===== src/rtl/stable_matching_pkg.sv =====
// Shared definitions for the stable-matching core and its preference loader:
// index-width math, packed-vector sizing and loader state encoding.
package stable_matching_pkg;

  typedef enum logic [1:0] {
    LOAD_B = 2'd0,
    LOAD_A = 2'd1,
    FULL   = 2'd2
  } ld_state_e;

  function automatic int log2c(input int v);
    int r;
    r = 0;
    for (int i = 0; i < 31; i++) begin
      if ((1 << i) < v) r = i + 1;
    end
    return r;
  endfunction

  function automatic int max2(input int a, input int b);
    return (a > b) ? a : b;
  endfunction

  function automatic int calc_nb(input int r, input int kr);
    return r * kr;
  endfunction

  function automatic int calc_na(input int s, input int ks);
    return s * ks;
  endfunction

  // B entries index list A (logS bits each), A entries index list B (logR bits each).
  function automatic int calc_pw(input int s, input int r, input int ks, input int kr);
    return r * kr * log2c(s) + s * ks * log2c(r);
  endfunction

endpackage


===== src/rtl/stable_matching_pref_loader.sv =====
// Streams range-checked preference entries into the flat p_input vector and
// holds it under a valid/ready handshake while the matching core evaluates.
module stable_matching_pref_loader
  import stable_matching_pkg::*;
#(
  parameter int Ks = 2,
  parameter int Kr = Ks,
  parameter int S  = 4,
  parameter int R  = S,
  localparam int logS = log2c(S),
  localparam int logR = log2c(R),
  localparam int IW   = max2(logS, logR),
  localparam int NB   = calc_nb(R, Kr),
  localparam int NA   = calc_na(S, Ks),
  localparam int PW   = calc_pw(S, R, Ks, Kr)
) (
  input  logic          clk,
  input  logic          rst_n,
  input  logic          clear,
  input  logic [IW-1:0] in_data,
  input  logic          in_valid,
  output logic          in_ready,
  output logic [PW-1:0] p_input,
  output logic          out_valid,
  input  logic          out_ready,
  output logic          err
);

  localparam int IdxW = log2c(max2(max2(NB, NA), 2));

  ld_state_e       state_q, state_d;
  logic [IdxW-1:0] idx_q, idx_d;
  logic [PW-1:0]   p_q, p_d;
  logic            err_q, err_d;
  logic            rdy_q, rdy_d;
  logic            accept;

  assign accept = in_valid & rdy_q;

  always_comb begin
    state_d = state_q;
    idx_d   = idx_q;
    p_d     = p_q;
    err_d   = err_q;
    if (clear) begin
      state_d = LOAD_B;
      idx_d   = '0;
      err_d   = 1'b0;
    end else begin
      case (state_q)
        LOAD_B: begin
          if (accept) begin
            p_d[int'(idx_q)*logS +: logS] = in_data[logS-1:0];
            if (32'(in_data) >= 32'(S)) err_d = 1'b1;
            if (idx_q == IdxW'(NB - 1)) begin
              state_d = LOAD_A;
              idx_d   = '0;
            end else begin
              idx_d = idx_q + IdxW'(1);
            end
          end
        end
        LOAD_A: begin
          if (accept) begin
            p_d[NB*logS + int'(idx_q)*logR +: logR] = in_data[logR-1:0];
            if (32'(in_data) >= 32'(R)) err_d = 1'b1;
            if (idx_q == IdxW'(NA - 1)) begin
              state_d = FULL;
              idx_d   = '0;
            end else begin
              idx_d = idx_q + IdxW'(1);
            end
          end
        end
        FULL: begin
          // p_q is kept; the next load overwrites every slot anyway.
          if (out_ready) begin
            state_d = LOAD_B;
            idx_d   = '0;
            err_d   = 1'b0;
          end
        end
        default: begin
          state_d = LOAD_B;
          idx_d   = '0;
        end
      endcase
    end
    rdy_d = (state_d != FULL);
  end

  always_ff @(posedge clk or negedge rst_n) begin
    if (!rst_n) begin
      state_q <= LOAD_B;
      idx_q   <= '0;
      p_q     <= '0;
      err_q   <= 1'b0;
      rdy_q   <= 1'b0;
    end else begin
      state_q <= state_d;
      idx_q   <= idx_d;
      p_q     <= p_d;
      err_q   <= err_d;
      rdy_q   <= rdy_d;
    end
  end

  assign in_ready  = rdy_q;
  assign p_input   = p_q;
  assign out_valid = (state_q == FULL);
  assign err       = err_q;

endmodule

===== config.mk =====
export PLATFORM = sky130hd
export DESIGN_NAME = stable_matching_pref_loader
export DESIGN_NICKNAME = d
export VERILOG_FILES = /design/src/rtl/stable_matching_pkg.sv /design/src/rtl/stable_matching_pref_loader.sv
export SDC_FILE = /design/constraint.sdc
export NUM_CORES = 1
export LEC_CHECK = 0
export BUFFER_PORTS_ARGS = -buffer_cell sky130_fd_sc_hd__clkbuf_2
export CAP_MARGIN = 20
export CORE_MARGIN = 2
export CORE_UTILIZATION = 58
export DETAILED_ROUTE_END_ITERATION = 7
export GPL_TIMING_DRIVEN = 0
export PLACE_DENSITY = 0.84
export REMOVE_ABC_BUFFERS = 1
export SYNTH_ARGS = -nofsm -noshare
export SYNTH_HDL_FRONTEND = slang
export SYNTH_SLANG_ARGS = --single-unit

===== constraint.sdc =====
create_clock -name clk -period 6.6 [get_ports clk]
set_clock_uncertainty 0.15 [all_clocks]
set_input_delay 0.66 -clock clk [delete_from_list [all_inputs] [get_ports clk]]
set_output_delay 0.66 -clock clk [all_outputs]
set_load 0.03 [all_outputs]

=== After elaboration in Yosys (flattened, before gate mapping) ===
Index checks and enable logic that the tools add are counted.

* Add/subtract/negate cells: 4
* Equal/unequal tests: 8
* Shift operators: 4
* Multiplexer cells: 20
* Bitwise logic cells: 2
* Reductions and logical operators: 8

{| class="wikitable"
|+ Operators by type and width
! kind !! count
|-
| $shift A2 B33 Y32 const A || 2
|-
| $shiftx A2 B33 Y32 || 2
|-
| $bwmux W32 || 2
|-
| $mux W32 || 2
|-
| $pmux W32 S2 || 1
|-
| $neg A4 Y33 || 1
|-
| $neg A6 Y33 || 1
|-
| $mux W2 || 6
|-
| $mux W3 || 4
|-
| $add A5 B4 Y6 const A || 1
|-
| $ne A2 B2 Y1 const B || 3
|-
| $pmux W2 S3 || 1
|-
| $pmux W3 S2 || 1
|-
| $reduce_bool A2 Y1 || 3
|-
| $reduce_and A2 Y1 || 2
|-
| $reduce_and A4 Y1 || 1
|-
| $add A3 B1 Y3 const B || 1
|-
| $eq A3 B3 Y1 const B || 1
|-
| $mux W1 || 3
|-
| $ne A3 B1 Y1 const B || 1
|-
| $ne A3 B2 Y1 const B || 1
|-
| $eq A2 B1 Y1 const B || 1
|-
| $eq A2 B2 Y1 const B || 1
|-
| $logic_not A2 Y1 || 1
|-
| other kinds (3) || 3
|}

* Bits in registers: 39
* Input bits: 7
* Logic and storage cells: 51

=== Longest topological paths before layout ===
* Depth after elaboration: 6
* Mapped depth: 8

=== Worst setup path after synthesis ===
No wires, ideal clock.

* Path type: register to register
* Start: register idx_q[0]
* End: register p_q[0], in the netlist p_input[0]
* Library setup time: 0.125 ns
* Arrival time: 2.073 ns
* Data required time: 6.325 ns
* Setup slack: 4.251 ns
* Cell stages (with the launch flop): 9
* Period minus slack after synthesis: 2.349 ns
* Cells stage by stage: dfrtp_1 > inv_1 > ha_1 > ha_1 > buf_2 > nor2_1 > nand2_2 > or3_4 > mux2_4

* Cells in the longest elaborated chain, start to end: 6
* Elaborated cells between the ends (all ways): 12

{| class="wikitable"
|+ Ends and longest elaborated chain
! what !! RTL line !! text
|-
| from (decl) || stable_matching_pref_loader.sv:32 || <nowiki>logic [IdxW-1:0] idx_q, idx_d;</nowiki>
|-
| from (signal assigned) || stable_matching_pref_loader.sv:101 || <nowiki>idx_q <= idx_d;</nowiki>
|-
| $add A5 B4 Y6 || stable_matching_pref_loader.sv:65 || <nowiki>p_d[NB*logS + int'(idx_q)*logR +: logR] = in_data[logR-1:0];</nowiki>
|-
| $neg A6 Y33 || stable_matching_pref_loader.sv:65 ||
|-
| $shiftx A2 B33 Y32 or $shift A2 B33 Y32 (tied branches) || stable_matching_pref_loader.sv:65 ||
|-
| $bwmux W32 || stable_matching_pref_loader.sv:65 ||
|-
| $mux W32 || stable_matching_pref_loader.sv:64 || <nowiki>if (accept) begin</nowiki>
|-
| $pmux W32 S2 (*) || stable_matching_pref_loader.sv:50 || <nowiki>case (state_q)</nowiki>
|-
| to (signal assigned) || stable_matching_pref_loader.sv:102 || <nowiki>p_q <= p_d;</nowiki>
|-
| to (decl) || stable_matching_pref_loader.sv:33 || <nowiki>logic [PW-1:0] p_q, p_d;</nowiki>
|}

Every way passes the cells marked *; elsewhere a longest branch is shown, timed or not. The select of a mux whose other input is x is not followed.
A chain may end at the register's enable or synchronous reset.

=== Final worst setup path ===
* Start: register idx_q[0]
* End: register p_q[9], in the netlist p_input[9]

Same word-level chain as after synthesis.

==> flow_metrics.py <==
metrics = {
    "global_route": {
        "grt_max_degree": 39,
        "grt_pass1_vias": 1442,
        "grt.overflow.total": 0,
        "grt_pass1_wl_um": 6760,
        "antenna_found_initial": 0,
        "grtUsageTotal": 0.219,
    },
    "sta": {
        "slew_viol_final": 0,
        "fin_setup_tns_ns": 0,
        "tightestPinTransition_ns": 0.899,
        "hold_violations": 0,
        "fmax_ghz": 0.347,
        "rsz0062_at_grt": "no",
        "finalSetupViolCount": 0,
        "min_period_ns": 2.88,
        "max_slew_margin": 0.401,
        "finalCritPeriodShare": 0.436,
    },
    "cells_and_area": {
        "layout_commonest_cell": "clkbuf_2",
        "final_cell_mix": "clkbuf_2, dfrtp_1, mux2_2, nor2_1, nand2_1",
        "drive_above_1_share": 0.347,
        "nNetsFinal": 240,
        "num-fill-cells": 253,
        "diodes": 0,
        "stdcell_area_mm2": 0.00229,
        "syn_to_final_growth_pct": 14.4,
    },
    "cts": {
        "clk_latency_ns": 0.34,
        "hold_buffers": 0,
        "cts_sinks": 38,
        "clkTransAtPathRegs_ns": 0.11,
        "cts_buffer_depth": 2,
        "htree_levels": 2,
        "postCtsResizedCells": 0,
        "cts_buffers": 5,
        "root_buffer": "clkbuf_4",
        "cts_setup_buffers": 0,
        "cts_tree": "built",
    },
    "floorplanning": {
        "dieArea_mm2": 0.00393,
        "die_h_um": 62.7,
        "core_area_mm2": 0.00331,
        "die_x_um": 62.7,
        "row_count": 21,
        "start_util": 0.604,
        "io_pins": 42,
    },
    "logic_synthesis": {
        "syn_avg_cell_area_um2": 10.9,
        "yosys_register_bits": 38,
        "ys.flop_type": "dfrtp_1",
        "synth_cells": 183,
        "yosys_warnings": 0,
        "yosysUniqueCellTypes": 43,
        "synthArstFlopShare": 1.00,
        "synth-edff-count": 0,
        "syn_area_mm2": 0.00200,
        "ys_seq_area_frac": 0.476,
    },
    "setup_path": {
        "required_ns": 6.69,
        "end_kind": "register",
        "critPathLaunchType": "register",
        "cp.arrival_ns": 2.97,
        "criticalPathCategory": "register to register",
        "r2r_slack_ns": 3.72,
        "crit_path_max_fanout": 15,
    },
    "power": {
        "total_power_mw": 0.544,
        "power.density_mw_per_mm2": 238,
        "max-vdd-ir-drop_v": 0.000175,
        "leakagePower_nw": 1.20,
    },
    "drt": {
        "wirelength_um": 3870,
        "via_per_inst": 5.62,
        "antenna_left": 0,
        "drt_iter0_drc": 80,
        "vias": 1523,
        "drc": 0,
        "avgRoutedWirePerCell_um": 14.3,
        "dr.pass1.iters": 5,
    },
    "placement": {
        "hpwlAfterDp_um": 2910,
        "dpl_cell_area_mm2": 0.00222,
        "place_congestion": 0.931,
        "portBuffers": 40,
    },
    "status": {
        "status": "completed",
    },
    "min_path": {
        "hold_path.class": "input port to async pin",
    },
    "job": {
        "drv_cap": 0,
    },
}
## critical path: stages (launching register included)
cell	delay (ns)
dfrtp_1	0.66
inv_1	0.25
ha_1	0.30
ha_1	0.24
nor2_1	0.19
nand3_1	0.19
o31ai_1	0.41
mux2_2	0.38
## routing by layer
layer / track usage / vias up / wire length [µm]
li1: - / 723 / -
met1: 0.295 / 755 / 1770
met2: 0.347 / 39 / 1860
met3: 0.0595 / 6 / 195
met4: 0.0694 / 0 / 47
met5: 0 / - / 0
## synthesized netlist by cell type, drive strengths merged (5+ instances only)
cell type / count / share of area
dfrtp: 38 / 0.48
buf: 6 / 0.018
ha: 9 / 0.056
nor3: 8 / 0.020
nor2: 14 / 0.026
nand4: 5 / 0.016
inv: 10 / 0.019
nand2: 13 / 0.026
mux2: 22 / 0.13
nand3: 6 / 0.015
a21o: 5 / 0.019
## registers in the layout, summed over array words and instances, names as in the netlist
register,flops
p_input,32
idx_q,3
in_ready,1
state_q,2
## metrics by stage
step	util	worst slack [ns]	std cells	hold slack, ns
2_1_floorplan	-	4.09	176	0.214
3_3_place_gp	0.670	3.78	262	0.319
3_5_place_dp	0.670	3.78	262	0.320
4_1_cts	0.689	3.76	270	0.288
5_1_grt	0.690	3.44	271	0.338
6_report	0.690	3.72	271	0.272
## worst paths after layout
check | endpoint | start | cells past startpoint
max reg2reg | p_input[9] | idx_q[0] | 7
min in group clk | p_input[14] | p_input[14] | 1
max in group asynchronous | p_input[5] | rst_n | 1
min | idx_q[0] | rst_n | 1
max | p_input[9] | idx_q[0] | 7
min reg2reg | p_input[14] | p_input[14] | 1
## kinds of logic after synthesis
logic type / synth area share
and+or+nand+nor: 0.206
DFF: 0.476
muxes: 0.143
AOI/OAI and AO/OA: 0.0739
buffers and inverters: 0.0382
adders and majority gates: 0.0564
other: 0.00188
xor gates and xnor gates: 0.00438
## cell type report
cell class,instances,area (µm²),share of cell area
multi-input cells,128,971,0.425
flip-flops and latches,38,951,0.416
clock inverters,2,12.5,0.00547
clock buffers,6,51.3,0.0224
inverters,10,37.5,0.0164
repair buffers,41,205,0.0898
well taps,46,57.6,0.0252
## power breakdown
part           switching, mW  leakage [nW]  internal (mW)
Sequential            0.0149         0.499          0.254
Combinational          0.102         0.666         0.0468
Clock                 0.0750        0.0343         0.0512
Total                  0.192          1.20          0.352
Power figures use the tool's default switching activity.
